**config.mk**
```make
export PLATFORM = sky130hd
export DESIGN_NAME = palette_controller_flat
export DESIGN_NICKNAME = d
export VERILOG_FILES = /design/src/rtl/palette_pkg.sv /design/src/rtl/palette_if.sv /design/src/rtl/palette_dim.sv /design/src/rtl/palette_controller.sv /design/src/flat_wrapper.sv
export SDC_FILE = /design/constraint.sdc
export NUM_CORES = 1
export LEC_CHECK = 0
export ABC_AREA = 0
export CORE_AREA = 2 2 177 179
export DETAILED_ROUTE_END_ITERATION = 8
export DIE_AREA = 0 0 179 181
export PLACE_DENSITY_LB_ADDON = 0.3
export SLEW_MARGIN = 0
export SYNTH_ARGS = -nofsm -noshare
export SYNTH_HDL_FRONTEND = slang
export SYNTH_SLANG_ARGS = --single-unit
export TNS_END_PERCENT = 10
```
**constraint.sdc**
```tcl
create_clock -name i_clk -period 3.3 [get_ports i_clk]
set_input_delay 0.66 -clock i_clk [delete_from_list [all_inputs] [get_ports i_clk]]
set_output_delay 0.66 -clock i_clk [all_outputs]
set_load 0.1 [all_outputs]
```
**src/rtl/palette_pkg.sv**
```systemverilog
// Shared types and constants for the palette controller.
// Default palette, FSM states and the per-channel dim helper.
package palette_pkg;

  localparam int NUM_ENTRIES = 16;
  localparam int INDEX_W     = 4;
  localparam int COLOR_W     = 9;
  localparam int CH_W        = 3;

  typedef logic [COLOR_W-1:0] color_t;
  typedef logic [INDEX_W-1:0] index_t;
  typedef logic [CH_W-1:0]    chan_t;

  typedef enum logic [1:0] {
    IDLE,
    WAIT,
    COPY
  } state_e;

  localparam index_t LAST_IDX = INDEX_W'(NUM_ENTRIES - 1);

  localparam color_t DEFAULT_PAL [NUM_ENTRIES] = '{
    9'h000, 9'h027, 9'h00B, 9'h078,
    9'h0CF, 9'h124, 9'h1C0, 9'h1CC,
    9'h1E0, 9'h1E4, 9'h1E7, 9'h1F4,
    9'h1F8, 9'h1FF, 9'h000, 9'h000
  };

  function automatic chan_t sat_sub(
    input chan_t ch,
    input chan_t d
  );
    return (ch > d) ? chan_t'(ch - d) : '0;
  endfunction

endpackage

```
**src/rtl/palette_if.sv**
```systemverilog
// Host-side shadow write and commit port.
// master = host, slave = palette_controller.
interface palette_if;
  import palette_pkg::*;

  logic   i_wr_valid;
  logic   o_wr_ready;
  index_t i_wr_index;
  color_t i_wr_color;
  logic   i_commit;
  logic   o_commit_busy;

  modport master (
    output i_wr_valid,
    output i_wr_index,
    output i_wr_color,
    output i_commit,
    input  o_wr_ready,
    input  o_commit_busy
  );

  modport slave (
    input  i_wr_valid,
    input  i_wr_index,
    input  i_wr_color,
    input  i_commit,
    output o_wr_ready,
    output o_commit_busy
  );

endinterface

```
**src/rtl/palette_dim.sv**
```systemverilog
// Saturating per-channel brightness reduction.
// Dim 0 passes through, dim 7 forces black.
module palette_dim
  import palette_pkg::*;
(
  input  color_t color_i,
  input  chan_t  dim_i,
  output color_t color_o
);

  assign color_o = {
    sat_sub(color_i[8:6], dim_i),
    sat_sub(color_i[5:3], dim_i),
    sat_sub(color_i[2:0], dim_i)
  };

endmodule

```
**src/rtl/palette_controller.sv**
```systemverilog
// Shadow/active palette with vblank-synchronised commit copy.
// Lookup is registered and dimmed by the per-frame dim value.
module palette_controller
  import palette_pkg::*;
(
  input  logic           i_clk,
  input  logic           i_reset,
  palette_if.slave       wr,
  input  logic           i_vblank,
  input  chan_t          i_dim,
  input  index_t         i_index,
  output color_t         o_color
);

  state_e state_q, state_d;
  index_t cnt_q, cnt_d;
  logic   vb_q;
  chan_t  dim_q;
  color_t color_q;
  color_t shadow_q [NUM_ENTRIES];
  color_t active_q [NUM_ENTRIES];

  logic   rise;
  logic   wr_fire;
  logic   copy_en;
  color_t look;
  color_t dimmed;

  assign rise    = i_vblank && !vb_q;
  assign wr_fire = wr.i_wr_valid && wr.o_wr_ready;
  assign look    = active_q[i_index];

  assign wr.o_wr_ready    = (state_q != COPY);
  assign wr.o_commit_busy = (state_q != IDLE);
  assign o_color          = color_q;

  palette_dim u_dim (
    .color_i (look),
    .dim_i   (dim_q),
    .color_o (dimmed)
  );

  always_comb begin
    state_d = state_q;
    cnt_d   = cnt_q;
    copy_en = 1'b0;
    unique case (state_q)
      IDLE: begin
        if (wr.i_commit) state_d = WAIT;
      end
      WAIT: begin
        if (rise) begin
          state_d = COPY;
          cnt_d   = '0;
        end
      end
      COPY: begin
        copy_en = 1'b1;
        cnt_d   = cnt_q + 1'b1;
        if (cnt_q == LAST_IDX) state_d = IDLE;
      end
      default: state_d = IDLE;
    endcase
  end

  always_ff @(posedge i_clk) begin
    if (i_reset) begin
      state_q <= IDLE;
      cnt_q   <= '0;
      vb_q    <= 1'b0;
      dim_q   <= '0;
      color_q <= '0;
    end else begin
      state_q <= state_d;
      cnt_q   <= cnt_d;
      vb_q    <= i_vblank;
      if (rise) dim_q <= i_dim;
      color_q <= dimmed;
    end
  end

  // Copy reads the pre-edge shadow; writes are blocked during COPY anyway.
  always_ff @(posedge i_clk) begin
    if (i_reset) begin
      for (int i = 0; i < NUM_ENTRIES; i++) begin
        shadow_q[i] <= DEFAULT_PAL[i];
        active_q[i] <= DEFAULT_PAL[i];
      end
    end else begin
      if (wr_fire) shadow_q[wr.i_wr_index] <= wr.i_wr_color;
      if (copy_en) active_q[cnt_q] <= shadow_q[cnt_q];
    end
  end

endmodule

```
**src/flat_wrapper.sv**
```systemverilog
// flat-port wrapper written by rule: the top's interface ports become plain ports
module palette_controller_flat import palette_pkg::*;
  (i_clk, i_reset, i_vblank, i_dim, i_index, o_color, wr_i_wr_valid, wr_i_wr_index, wr_i_wr_color, wr_i_commit, wr_o_wr_ready, wr_o_commit_busy);
  palette_if wr_i ();
  input  logic i_clk;
  input  logic i_reset;
  input  logic i_vblank;
  input  chan_t i_dim;
  input  index_t i_index;
  output color_t o_color;
  input wire logic [$bits(wr_i.i_wr_valid)-1:0] wr_i_wr_valid;
  input wire logic [$bits(wr_i.i_wr_index)-1:0] wr_i_wr_index;
  input wire logic [$bits(wr_i.i_wr_color)-1:0] wr_i_wr_color;
  input wire logic [$bits(wr_i.i_commit)-1:0] wr_i_commit;
  output wire logic [$bits(wr_i.o_wr_ready)-1:0] wr_o_wr_ready;
  output wire logic [$bits(wr_i.o_commit_busy)-1:0] wr_o_commit_busy;
  assign wr_i.i_wr_valid = wr_i_wr_valid;
  assign wr_i.i_wr_index = wr_i_wr_index;
  assign wr_i.i_wr_color = wr_i_wr_color;
  assign wr_i.i_commit = wr_i_commit;
  assign wr_o_wr_ready = wr_i.o_wr_ready;
  assign wr_o_commit_busy = wr_i.o_commit_busy;
  palette_controller u_core (.i_clk(i_clk), .i_reset(i_reset), .wr(wr_i), .i_vblank(i_vblank), .i_dim(i_dim), .i_index(i_index), .o_color(o_color));
endmodule
```
## After elaboration in Yosys (flattened, before gate mapping)

Memory sizes are Yosys's and may differ from the RTL's. A register that Yosys moved wholly into a read port is not among the register bits.
Cells that the tools add are included.

| word-level totals | value |
|---|---|
| bits in read-only memories | 0 |
| output and inout port bits | 11 |
| RAM bits | 288 |
| input port bits | 25 |
| memories kept | 2 |
| bits in registers | 19 |
| word-level logic and storage cells | 62 |
| latch bits | 0 |

Memories:

| memory | words | bits a word | read ports | clocked after memory_dff | wr ports | RTL line | source |
|---|---|---|---|---|---|---|---|
| u_core.active_q | 16 | 9 | 1 | 0 | 16 | palette_controller.sv:21 | `color_t active_q [NUM_ENTRIES];` |
| u_core.shadow_q | 16 | 9 | 1 | 1 | 16 | palette_controller.sv:20 | `color_t shadow_q [NUM_ENTRIES];` |

| operators by class | value |
|---|---|
| bitwise operators | 3 |
| $add $sub $neg | 4 |
| mux-type cells | 23 |
| multipliers | 0 |
| div/mod/pow operators | 0 |
| equality and inequality tests | 7 |
| reduce and logical (&&, ||, !) cells | 13 |
| $lt $le $gt $ge | 3 |
| shift-type cells | 0 |

Operators by type and width:

| operator | number |
|---|---|
| 4-bit 2-to-1 mux | 5 |
| 9-bit 2-to-1 mux | 2 |
| 9-bit OR reduction | 2 |
| 1-bit 2-to-1 mux | 11 |
| 3-bit > comparator | 3 |
| 3-bit subtractor | 3 |
| 4-bit case mux with 2 select lines | 1 |
| 2-bit 2-to-1 mux | 3 |
| 2-bit case mux with 3 select lines | 1 |
| 2-bit OR reduction | 3 |
| 4-bit by 1-bit adder with 4-bit output, second input constant | 1 |
| 4-bit equality test, second input constant | 1 |
| 2-bit by 1-bit != test with 1-bit output, second input constant | 2 |
| 2-bit != test, second input constant | 2 |
| 2-bit nonzero test | 2 |
| 1-bit NOT | 3 |
| 3-bit AND reduction | 1 |
| 2-bit by 1-bit equality test with 1-bit output, second input constant | 1 |
| 2-bit equality test, second input constant | 1 |
| 1-bit logical AND | 2 |
| 2-bit zero test | 1 |
| 2-bit AND reduction | 1 |
| 1-bit zero test | 1 |

## Longest topological paths before layout

| depth | value |
|---|---|
| depth in word-level cells | 7 |
| gate-level depth with buffers | 11 |
| gate-level depth less buffers | 9 |

## By module

A second synthesis with hierarchy kept.

| second synthesis, totals | value |
|---|---|
| cells, all modules | 1025 |
| area total of the unflattened synthesis | 15056.9 µm² |

By module, submodules not included:

| module | area each (µm²) | cells an instance | times used |
|---|---|---|---|
| palette_controller | 14706.6 | 982 | 1 |
| palette_dim | 350.3 | 43 | 1 |

## Worst setup path after synthesis

OpenSTA, ideal clock, no wires.

| timing path | value |
|---|---|
| path type | input-to-reg |
| start point | input port i_index[0] |
| end point | register u_core.color_q[8], in the netlist u_core.o_color[8] |
| setup slack | 0.331 ns |
| arrival time | 2.854 ns |
| required time | 3.185 ns |
| buffers on the path | 2 |
| cell stages on the path | 10 |
| cell sequence | buf_2 buf_2 mux4_2 a22o_1 nor2_1 ha_1 inv_1 fa_1 mux2i_1 and2_1 |

| between the ends | value |
|---|---|
| cells in the longest elaborated chain, start to end | 4 |

RTL lines:

| what | RTL line | source |
|---|---|---|
| from (decl) | flat_wrapper.sv:9 | `input index_t i_index;` |
| memory read 16 x 9 bit (*) | n/a |  |
| 3-bit > comparator | palette_pkg.sv:33 | `return (ch > d) ? chan_t'(ch - d) : '0;` |
| 1-bit NOT (no source line) | n/a |  |
| 2-bit OR reduction (no source line) | n/a |  |
| to (signal assigned) | palette_controller.sv:78 | `color_q <= dimmed;` |
| to (decl) | palette_controller.sv:19 | `color_t color_q;` |

Every way passes the cells marked *; elsewhere a longest branch is shown, timed or not.
A chain may end at the register's enable or synchronous reset.

## Worst setup path after layout

| timing path | value |
|---|---|
| start point | input port i_index[1] |
| end point | register u_core.color_q[1], in the netlist u_core.o_color[1] |

Same word-level chain as after synthesis.

==> flow_summary.ini <==
[logic_synthesis]
synth_top_family_by_area = multiplexers
async_flop_share_pct = 0
syn_inst = 1022
ys_types = 45
muxShareOfSynthArea_pct = 14.1
synthesis.nets = 1063
avgSynthCellArea_um2 = 14.7
synth-edff-count = 288
synth_area_um2 = 15100
synthAdderAreaFrac_pct = 1.48
synth_top_area_share_pct = 57.4
synth_compound_area_share_pct = 9.03
synth_most_common_cell = edfxtp_1
ys_seq_elements = 311
yosys.area_share.simple_pct = 11.5
synthXorXnorAreaFrac_pct = 0.0582
synth_flop_cell = edfxtp_1
synth_area_leaders = edfxtp_1 (57%), mux4_2 (9.1%), a22oi_1 (3.8%)
ys_warn_count = 0
synth.largest_area_cell = edfxtp_1
synthTopCellsByCount = edfxtp_1 (288), and2_1 (82), o22ai_1 (79)
yosysSeqAreaShare_pct = 60.5

[clock_tree]
post_cts.repair.setup_buffers = 0
clockRootBuffer = clkbuf_16
ctsResizeCount = 0
tritoncts = yes
clkLatencyLatePin_ps = 510
clk_path_buf_depth = 3
holdBufCountCts = 0
cts_made_buffers = 34
ctsHtreeMaxLevel = 2
clock-sinks = 311
path_clk_slew_ps = 60

[power]
total_power_mw = 8.98
leakage_nw = 5.22
powerDensity_nw_per_um2 = 534
peakVddDrop_uv = 507

[global_route]
grt_overflow = 0
grt_use_total_pct = 23.5
grt_first_pass_wirelength_um = 56900
grt_max_degree = 37
first_global_vias = 9400
antenna_found_initial = 0

[final_layout]
final_area_um2 = 16800
final_nets = 1088
area_growth_pct = 11.6
stdcell_count = 1465
n_antenna_cell = 0
fill_cells = 2414
drive_gt1_share_pct = 18.2

[run]
drv_cap = 0

[place]
dp_cells = 1407
dpl_cell_area_um2 = 15700
dp_slack_ps = 68.3
place.gp.congestion = 0.835
hpwl_um = 24500
numPortBuffers = 35

[critical_path]
cp_slowest_cell = clkdlybuf4s50_1
required_ps = 3700
cp_cell_sequence = clkdlybuf4s50_1 -> buf_12 -> mux4_2 -> a22oi_1 -> nand2_1 -> ha_1 -> nor2b_1 -> o21a_1 -> o21bai_1 -> nor2_1
slowest_delay_ps = 500
critPathCaptureType = flop
path_class = in2reg
path_max_fanout = 33
critical_path_arrival_ps = 3120
critical_path.startpoint_type = input port

[floorplanning]
die_y_um = 181
coreArea_um2 = 30300
die_width_um = 179
ios = 36
rows = 64
dieArea_um2 = 32400
start_util_pct = 49.6

[drt]
first_pass_iters = 5
avgRoutedWirePerCell_um = 25.6
drtAntennaViolNets = 0
via_per_inst = 6.45
vias = 9456
dr.first_iter.drc_count = 1016
totalWireLength_um = 37500
drc = 0

[timing]
rsz0062_at_grt = false
final_hold_viol_count = 0
slew_headroom_pct = 35.6
fin_setup_tns_ps = 0
finalCriticalPeriod_ps = 2720
finalCritPeriodShare_pct = 82.4
clock_skew_ps = 19.3
fmax_ghz = 0.368
fin_ws_ps = 581
finalSetupViolations = 0
worst_pin_slew_ps = 962
slew_violations = 0

[outcome]
status = completed

[min_path]
min_path_type = reg2reg
-- per-stage QoR --
| step | utilization [%] | hold slack [ps] |
|---|---|---|
| 6_report | 55.4 | 601 |
| 5_1_grt | 55.4 | 661 |
| 4_1_cts | 55.4 | 604 |
| 3_5_place_dp | 51.9 | 585 |
| 3_3_place_gp | 51.9 | 583 |
| 2_1_floorplan | - | 525 |
-- cell families (layout without fill, tap and decap cells) --
group / after synthesis / after routing
AOI/OAI and AO/OA: 197 / 197
xor gates and xnor gates: 1 / 1
adders and majority gates: 16 / 16
buffers and inverters: 91 / 138
DFF: 311 / 311
muxes: 95 / 95
and+or+nand+nor: 311 / 311
-- cells in the final DEF, fill, tap and decap left out, drive strengths merged, types with 6 or more instances in the layout --
cell type,count
a21oi,10
clkbuf,46
o22ai,79
inv,10
nand3,34
clkinv,9
clkdlybuf4s50,23
nor2b,12
dfxtp,23
a22oi,77
ha,13
edfxtp,288
nor2,56
a21o,16
mux4,72
or3,50
nor3,6
buf,48
and2,82
or2,16
nand2b,17
a22o,6
nand2,22
mux2i,23
-- layout make-up --
| class | count | area (um2) | area share (%) |
|---|---|---|---|
| sequential | 311 | 9110 | 54.2 |
| multi-input combinational | 620 | 5450 | 32.4 |
| clock buffer | 46 | 967 | 5.75 |
| timing repair buffer | 71 | 648 | 3.86 |
| tap | 396 | 495 | 2.95 |
| clock inverter | 12 | 109 | 0.647 |
| inverter | 9 | 33.8 | 0.201 |
-- power breakdown --
| group | switching (mW) | internal [mW] |
|---|---|---|
| logic | 0.543 | 0.256 |
| registers | 0.0467 | 4.41 |
| clock network | 1.52 | 2.20 |
-- metal layers --
metal | share of wire, % | wire, um | vias up | track usage (%)
met5 | 0 | 0 | - | 0
met4 | 3.3 | 1230 | 0 | 7.84
met3 | 7.9 | 2970 | 85 | 3.47
met2 | 49 | 18200 | 522 | 38.5
met1 | 40 | 15000 | 4737 | 32.1
li1 | - | - | 4112 | -
-- worst max-delay path: cells and delay by family --
kind | cells | cell delay (ps)
AOI/OAI and AO/OA | 3 | 640
buffers and inverters | 2 | 740
and+or+nand+nor | 3 | 360
muxes | 1 | 350
adders and majority gates | 1 | 330
-- registers in the layout, summed over array words and instances (netlist names), named ones only --
signal,cells
u_core.o_color,9
u_core.cnt_q,4
u_core.vb_q,1
u_core.dim_q,3
u_core.shadow_q,144
u_core.state_q,2
u_core.active_q,144
-- final timing paths --
check	startpoint	end	slack, ps	cells after the start
setup / recovery	i_index[1]	u_core.o_color[1]$_SDFF_PP0_	580	10
setup reg to reg	flop	u_core.active_q[4][2]$_SDFFCE_PN1P_	790	4
hold reg to reg	u_core.dim_q[0]$_SDFFE_PP0P_	u_core.dim_q[0]$_SDFFE_PP0P_	600	2
hold / removal	u_core.dim_q[0]$_SDFFE_PP0P_	u_core.dim_q[0]$_SDFFE_PP0P_	600	2
(Power assumes the default switching activity.)
